<file path="src/rtl/tipi_shreg_sequencer.sv">
// Synchronises the RPi bit-bang strobes into clk and sequences 8-bit frames between
// the RPi and the RD/RC/TD/TC registers, with abort on regsel change or stall.
module tipi_shreg_sequencer #(
  parameter int SYNC_STAGES    = 2,
  parameter int TIMEOUT_CYCLES = 4096
) (
  input  logic       clk,
  input  logic       rst_n,
  input  logic [1:0] rpi_regsel,
  input  logic       rpi_sdata_in,
  input  logic       rpi_le,
  input  logic       rpi_shclk,
  output logic       rpi_sdata_out,
  input  logic       ti_wr_data_stb,
  input  logic       ti_wr_ctrl_stb,
  input  logic [7:0] ti_wdata,
  output logic [7:0] rd_q,
  output logic [7:0] rc_q,
  output logic [7:0] td_q,
  output logic [7:0] tc_q,
  output logic       busy,
  output logic       frame_err
);

  localparam int TW = (TIMEOUT_CYCLES > 1) ? $clog2(TIMEOUT_CYCLES) : 1;

  typedef enum logic {IDLE, SHIFT} state_t;

  state_t      state, state_nxt;
  logic        frame_err_nxt;
  logic [4:0]  sync_q [SYNC_STAGES];
  logic        shclk_prev;
  logic [1:0]  frame_sel;
  logic [3:0]  count;
  logic [TW-1:0] tmo_cnt;
  logic [7:0]  in_shadow, out_shadow;

  // Every RPi line goes through the same chain depth so all fields of an edge line up.
  logic [1:0] s_regsel;
  logic       s_le, s_sdata, s_shclk;
  assign {s_regsel, s_le, s_sdata, s_shclk} = sync_q[SYNC_STAGES-1];

  logic edge_det, sel_bad, tmo_hit, act_latch, act_shift;
  logic [7:0] td_snap, tc_snap;

  assign edge_det  = s_shclk & ~shclk_prev;
  assign sel_bad   = (state == SHIFT) && edge_det && (s_regsel != frame_sel);
  assign tmo_hit   = (state == SHIFT) && !edge_det && (tmo_cnt == TW'(TIMEOUT_CYCLES - 1));
  assign act_latch = edge_det && s_le && !sel_bad;
  assign act_shift = edge_det && !s_le && !sel_bad;
  // A TI write landing on the same edge as a snapshot is bypassed into it.
  assign td_snap   = ti_wr_data_stb ? ti_wdata : td_q;
  assign tc_snap   = ti_wr_ctrl_stb ? ti_wdata : tc_q;
  assign busy      = (state == SHIFT);

  always_comb begin
    state_nxt     = state;
    frame_err_nxt = 1'b0;
    case (state)
      IDLE:  if (act_shift) state_nxt = SHIFT;
      SHIFT: begin
        if (sel_bad || tmo_hit) begin
          state_nxt     = IDLE;
          frame_err_nxt = 1'b1;
        end else if (act_latch) begin
          state_nxt = IDLE;
        end
      end
      default: state_nxt = IDLE;
    endcase
  end

  always_ff @(posedge clk or negedge rst_n) begin
    if (!rst_n) begin
      for (int i = 0; i < SYNC_STAGES; i++) sync_q[i] <= '0;
      shclk_prev <= 1'b0;
      state      <= IDLE;
      frame_err  <= 1'b0;
    end else begin
      sync_q[0] <= {rpi_regsel, rpi_le, rpi_sdata_in, rpi_shclk};
      for (int i = 1; i < SYNC_STAGES; i++) sync_q[i] <= sync_q[i-1];
      shclk_prev <= s_shclk;
      state      <= state_nxt;
      frame_err  <= frame_err_nxt;
    end
  end

  always_ff @(posedge clk or negedge rst_n) begin
    if (!rst_n) begin
      rd_q          <= '0;
      rc_q          <= '0;
      td_q          <= '0;
      tc_q          <= '0;
      in_shadow     <= '0;
      out_shadow    <= '0;
      rpi_sdata_out <= 1'b0;
      frame_sel     <= '0;
      count         <= '0;
      tmo_cnt       <= '0;
    end else begin
      if (ti_wr_data_stb) td_q <= ti_wdata;
      if (ti_wr_ctrl_stb) tc_q <= ti_wdata;

      if (edge_det || state == IDLE || tmo_hit) tmo_cnt <= '0;
      else                                      tmo_cnt <= tmo_cnt + 1'b1;

      if (state == IDLE && act_shift) frame_sel <= s_regsel;

      if (sel_bad || tmo_hit || act_latch) count <= '0;
      else if (act_shift && count != 4'd15) count <= count + 4'd1;

      if (act_latch) begin
        case (s_regsel)
          2'b00: rd_q <= in_shadow;
          2'b01: rc_q <= in_shadow;
          2'b10: begin out_shadow <= td_snap; rpi_sdata_out <= td_snap[7]; end
          default: begin out_shadow <= tc_snap; rpi_sdata_out <= tc_snap[7]; end
        endcase
      end else if (act_shift) begin
        if (!s_regsel[1]) begin
          in_shadow <= {in_shadow[6:0], s_sdata};
        end else begin
          out_shadow    <= {out_shadow[6:0], 1'b0};
          rpi_sdata_out <= out_shadow[6];
        end
      end
    end
  end

endmodule

</file>
<file path="config.mk">
export PLATFORM = sky130hd
export DESIGN_NAME = tipi_shreg_sequencer
export DESIGN_NICKNAME = d
export VERILOG_FILES = /design/src/rtl/tipi_shreg_sequencer.sv
export SDC_FILE = /design/constraint.sdc
export NUM_CORES = 1
export LEC_CHECK = 0
export CORE_MARGIN = 3
export CORE_UTILIZATION = 38
export DETAILED_ROUTE_END_ITERATION = 8
export MAX_ROUTING_LAYER = met4
export SKIP_CTS_REPAIR_TIMING = 1
export SYNTH_ARGS = -nofsm -noshare
export SYNTH_HDL_FRONTEND = slang
export SYNTH_SLANG_ARGS = --single-unit
export TNS_END_PERCENT = 100
</file>
<file path="constraint.sdc">
create_clock -name clk -period 1.9 [get_ports clk]
set_input_delay 0.38 -clock clk [delete_from_list [all_inputs] [get_ports clk]]
set_output_delay 0.38 -clock clk [all_outputs]
set_load 0.005 [all_outputs]
</file>
======== After elaboration in Yosys (flattened, before gate mapping) ========
Index checks and enable logic that the tools add are counted.
word-level totals
  word-level logic and storage cells ...... 65
  output and inout port bits .............. 35
  input bits .............................. 17
  bits in registers ....................... 75
operators by class
  bitwise logic cells ..................... 5
  multiplexer cells ....................... 17
  add/sub/neg operators ................... 1
  equal/unequal tests ..................... 5
  reductions and logical operators ........ 23
operator list
  cell                   count
  $mux 7                 3
  $mux 8                 2
  $pmux 7 s2             1
  $add 12x1->12 const B  1
  $eq 12x12->1 const B   1
  $mux 12                1
  $logic_and 1x1->1      9
  $mux 1                 8
  $reduce_and 3->1       2
  $not 1->1              4
  $pmux 1 s2             2
  $reduce_and 2->1       2
  $reduce_bool 2->1      2
  $logic_not 1->1        3
  $logic_or 1x1->1       3
  $eq 2x1->1 const B     1
  $eq 2x2->1 const B     1
  $logic_not 2->1        1
  $ne 2x2->1             1
  $ne 2x2->1 const B     1
  $reduce_or 2->1        1
  $and 1x1->1            1

======== Logic depth before layout (Yosys ltp) ========
  word-level depth ........................ 9
  mapped depth ............................ 7
  depth with buffers taken out ............ 5

======== Worst setup path after synthesis ========
Ideal clock, no wire load.
  kind .................................... register to register
  from .................................... register sync_q, in the netlist s_regsel[1]
  to ...................................... register rc_q[0]
  path slack .............................. 0.033 ns
  arrival time ............................ 1.741 ns
  period minus slack after synthesis ...... 1.867 ns
  required time ........................... 1.775 ns
  setup time .............................. 0.125 ns
  stages on the path, launching flop included .. 6
  path buffers ............................ 1
  cell sequence ........................... dfrtp_1 > xor2_1 > o21a_4 > or4_1 > buf_6 > mux2_4
on the way
  cells in the longest elaborated chain, start to end .. 5
  elaborated cells between the ends (all ways) .. 6
  classes of those cells .................. eq/ne (2); reduce/logical (4)
RTL lines
  item                                 line  source
  from (decl)                          31    logic [4:0] sync_q [SYNC_STAGES];
  $ne 2x2->1                           47    assign sel_bad = (state == SHIFT) && edge_det && (s_regsel != frame_sel);
  $logic_and 1x1->1                    47
  $logic_not 1->1                      49    assign act_latch = edge_det && s_le && !sel_bad;
  $logic_and 1x1->1                    49
  $reduce_and 2->1 (no source line) *  n/a
  to (signal assigned)                 115   2'b01: rc_q <= in_shadow;
  to (decl)                            18    output logic [7:0] rc_q,
Every way passes the cells marked *; elsewhere a longest branch is shown, timed or not.
A chain may end at the register's enable or synchronous reset.

======== Final worst setup path ========
  from .................................... register sync_q, in the netlist s_regsel[0]
  to ...................................... register rc_q[7]
The elaborated chain is that of the path after synthesis.

==> metrics.txt <==
outcome=finished with violations; failing checks=negative hold slack; leading post-synthesis cells by cell area=dfrtp_1, mux2_2, mux2_4; synthesized area per cell=approximately 14 um^2; RSZ-0062 raised after global routing=no; Avg WL per Cell=about 14 um; max-cap viol count=0; first-pass GRT wire length=9.377 mm; die area=around 9300 um^2; Final Non-Filler Cells=a little over 400; H-tree Lvls=3; total track usage=0.1375; Leak=around 1.9 nW; total CTS buffers=9; synthesized net count=~250; CP cell instances=xor2_2, o21a_4, or4_4, buf_12, mux2_4; Pwr Total=3.997 mW; clk_skew=roughly 0.0075 ns; Ant. Diodes=0; Vias per Instance=4.837; Synth Instances=between 200 and 250; CTS tree=built; gr ovfl total=0; # clock sinks=75; maximum clock insertion buffer count=2; layout cell share with drive strength beyond 1=0.2928; synth-to-layout area growth=31.83%; # fillers=a little under 700; Detailed Route WL=between 5 and 6 mm; clk slew on worst S/H paths=approximately 0.080 ns; vias in the first global route=2,003; Worst setup EP type=flop; initial DRC count=46; Nets=roughly 320; Post-synth EDFFs=0; Synth Flop Type=dfrtp_1; DRT antenna net count=0; IO Pins=52; fin. max-slew vios=0; Clk Latency, worst-skew pair=~0.35 ns; max incr delay on CP=~0.43 ns; post-synth top area share=0.6022; Cell Rows=32; Root Buffer Master=clkbuf_8; HP Class=primary input to asynchronous set/reset pin; DP Wirelength=slightly above 4 mm; Starting Density=0.3972; Max IR drop VDD=482.2 uV; die width=96.57 um; Slew HR=0.6754; cell area after layout=4109 um^2; Final Hold Slack=-0.01838 ns; fin util=0.5236; final setup vio count=0; antenna violations before repair=0; Fmax=546.6 MHz; placer congestion estimate=between 0.7 and 0.8; Critical Path RT=2.14 ns; core area=around 7800 um^2; synth warn=0; Placed Instances=around 390; CP max-delay cell=or4_4; worst setup path class=flop to flop; Power Dens Cells=around 1000 nW/um^2; post-layout min period=1.829 ns; sequential area share after synthesis=0.6022; via count=a little under 2,000; Final Hold Fails=15; storage element area=between 1500 and 2000 um^2; FFs w/ async S/R, synth=1.000; CP Data Arrival Time=between 2 and 2.5 ns; worst slew pin tran=a little under 0.5 ns; Yosys top cell by area=dfrtp_1; mapped cell area=between 3000 and 4000 um^2; post-synthesis cell type count=33; DRC Markers=0; Final period util=0.9628; most common cell after layout, fill and taps aside=dfrtp_1; Multi-input gate area=~1200 um^2; placed instance area=around 3800 um^2; largest net degree at the start of global routing=39; Seq cells post-synth=75; die height=96.57 um; port buffer count=between 50 and 60; most frequent cells in the layout=dfrtp_1, clkdlybuf4s50_1, mux2_2; Critical Path Start Type=flop; first-pass iteration count of the detailed router=4; worst-path maximum fanout=8
## power breakdown
group          switching [mW]  internal, mW  total, mW
registers               0.125          1.81       1.94
logic                   0.282         0.452      0.734
clock network           0.584         0.742       1.33
## through the flow
step           setup WS, ns  setup TNS (ns)  hold slack (ns)
2_1_floorplan       0.03346               0          0.08441
6_report            0.07063               0         -0.01838
4_1_cts             0.02614               0        -0.002118
3_3_place_gp       -0.07484         -0.2052           0.3337
5_1_grt             0.02139               0          0.01301
3_5_place_dp       -0.08103         -0.3688           0.3347
## state kept, by name (all words and copies together) (netlist names), 2 cells and up
register	cells
tmo_cnt	12
in_shadow	8
rc_q	8
rd_q	8
tc_q	8
td_q	8
out_shadow	7
sync_q	5
frame_sel	2
s_regsel	2
## layout make-up
type,count,area share
sequential,75,0.4568
multi-input combinational,134,0.2868
timing repair buffer,70,0.1644
clock buffer,10,0.03106
tap,102,0.03106
clock inverter,6,0.02162
inverter,9,0.008222
## kinds of logic (layout without fill, tap and decap cells)
group | Yosys count | in the layout | share of synthesized area
AND/OR/NAND/NOR | 49 | 49 | 0.08711
multiplexers | 50 | 50 | 0.1871
buffers and inverters | 19 | 95 | 0.02689
AO/OA/AOI/OAI | 22 | 22 | 0.05901
XOR/XNOR | 12 | 12 | 0.03372
adder cells (fa/ha/maj) | 1 | 1 | 0.004014
flip-flops | 75 | 75 | 0.6022
## per-layer routing
layer	vias up	part of all wire	global-route usage
met5	-	0	-
met1	963	0.47	0.1729
met3	11	0.051	0.03486
met2	44	0.45	0.2011
met4	0	0.026	0.08061
li1	946	-	-
## worst max-delay path, delay by kind of cell (launching register included)
family / cells / cell delay, ns
and+or+nand+nor: 1 / 0.43
buffers and inverters: 1 / 0.16
xor gates and xnor gates: 1 / 0.20
AOI/OAI and AO/OA: 1 / 0.23
muxes: 1 / 0.29
DFF: 1 / 0.41
## Yosys cell counts, types with 5 or more instances
cell	n
dfrtp_1	75
mux2_2	34
nor2_1	14
inv_1	9
mux2_4	8
mux2i_1	8
o211a_1	7
or3b_2	7
a22oi_1	6
xnor2_1	6
xor2_1	6
nand2_1	5
nand4_1	5
## path summary, 6_finish.rpt
path | startpoint | end | slack [ns] | cells after the start
max | s_regsel[0] | rc_q[7] | 0.07 | 5
min | rst_n | rc_q[5] | -0.02 | 1
max reg2reg | s_regsel[0] | rc_q[7] | 0.07 | 5
min reg2reg | sync_q[5] | s_shclk | 0.35 | 0
max in group asynchronous | rst_n | sync_q[8] | 1.38 | 2
min in group clk | sync_q[5] | s_shclk | 0.35 | 0
Note: power is estimated with default switching activity, not from simulation.
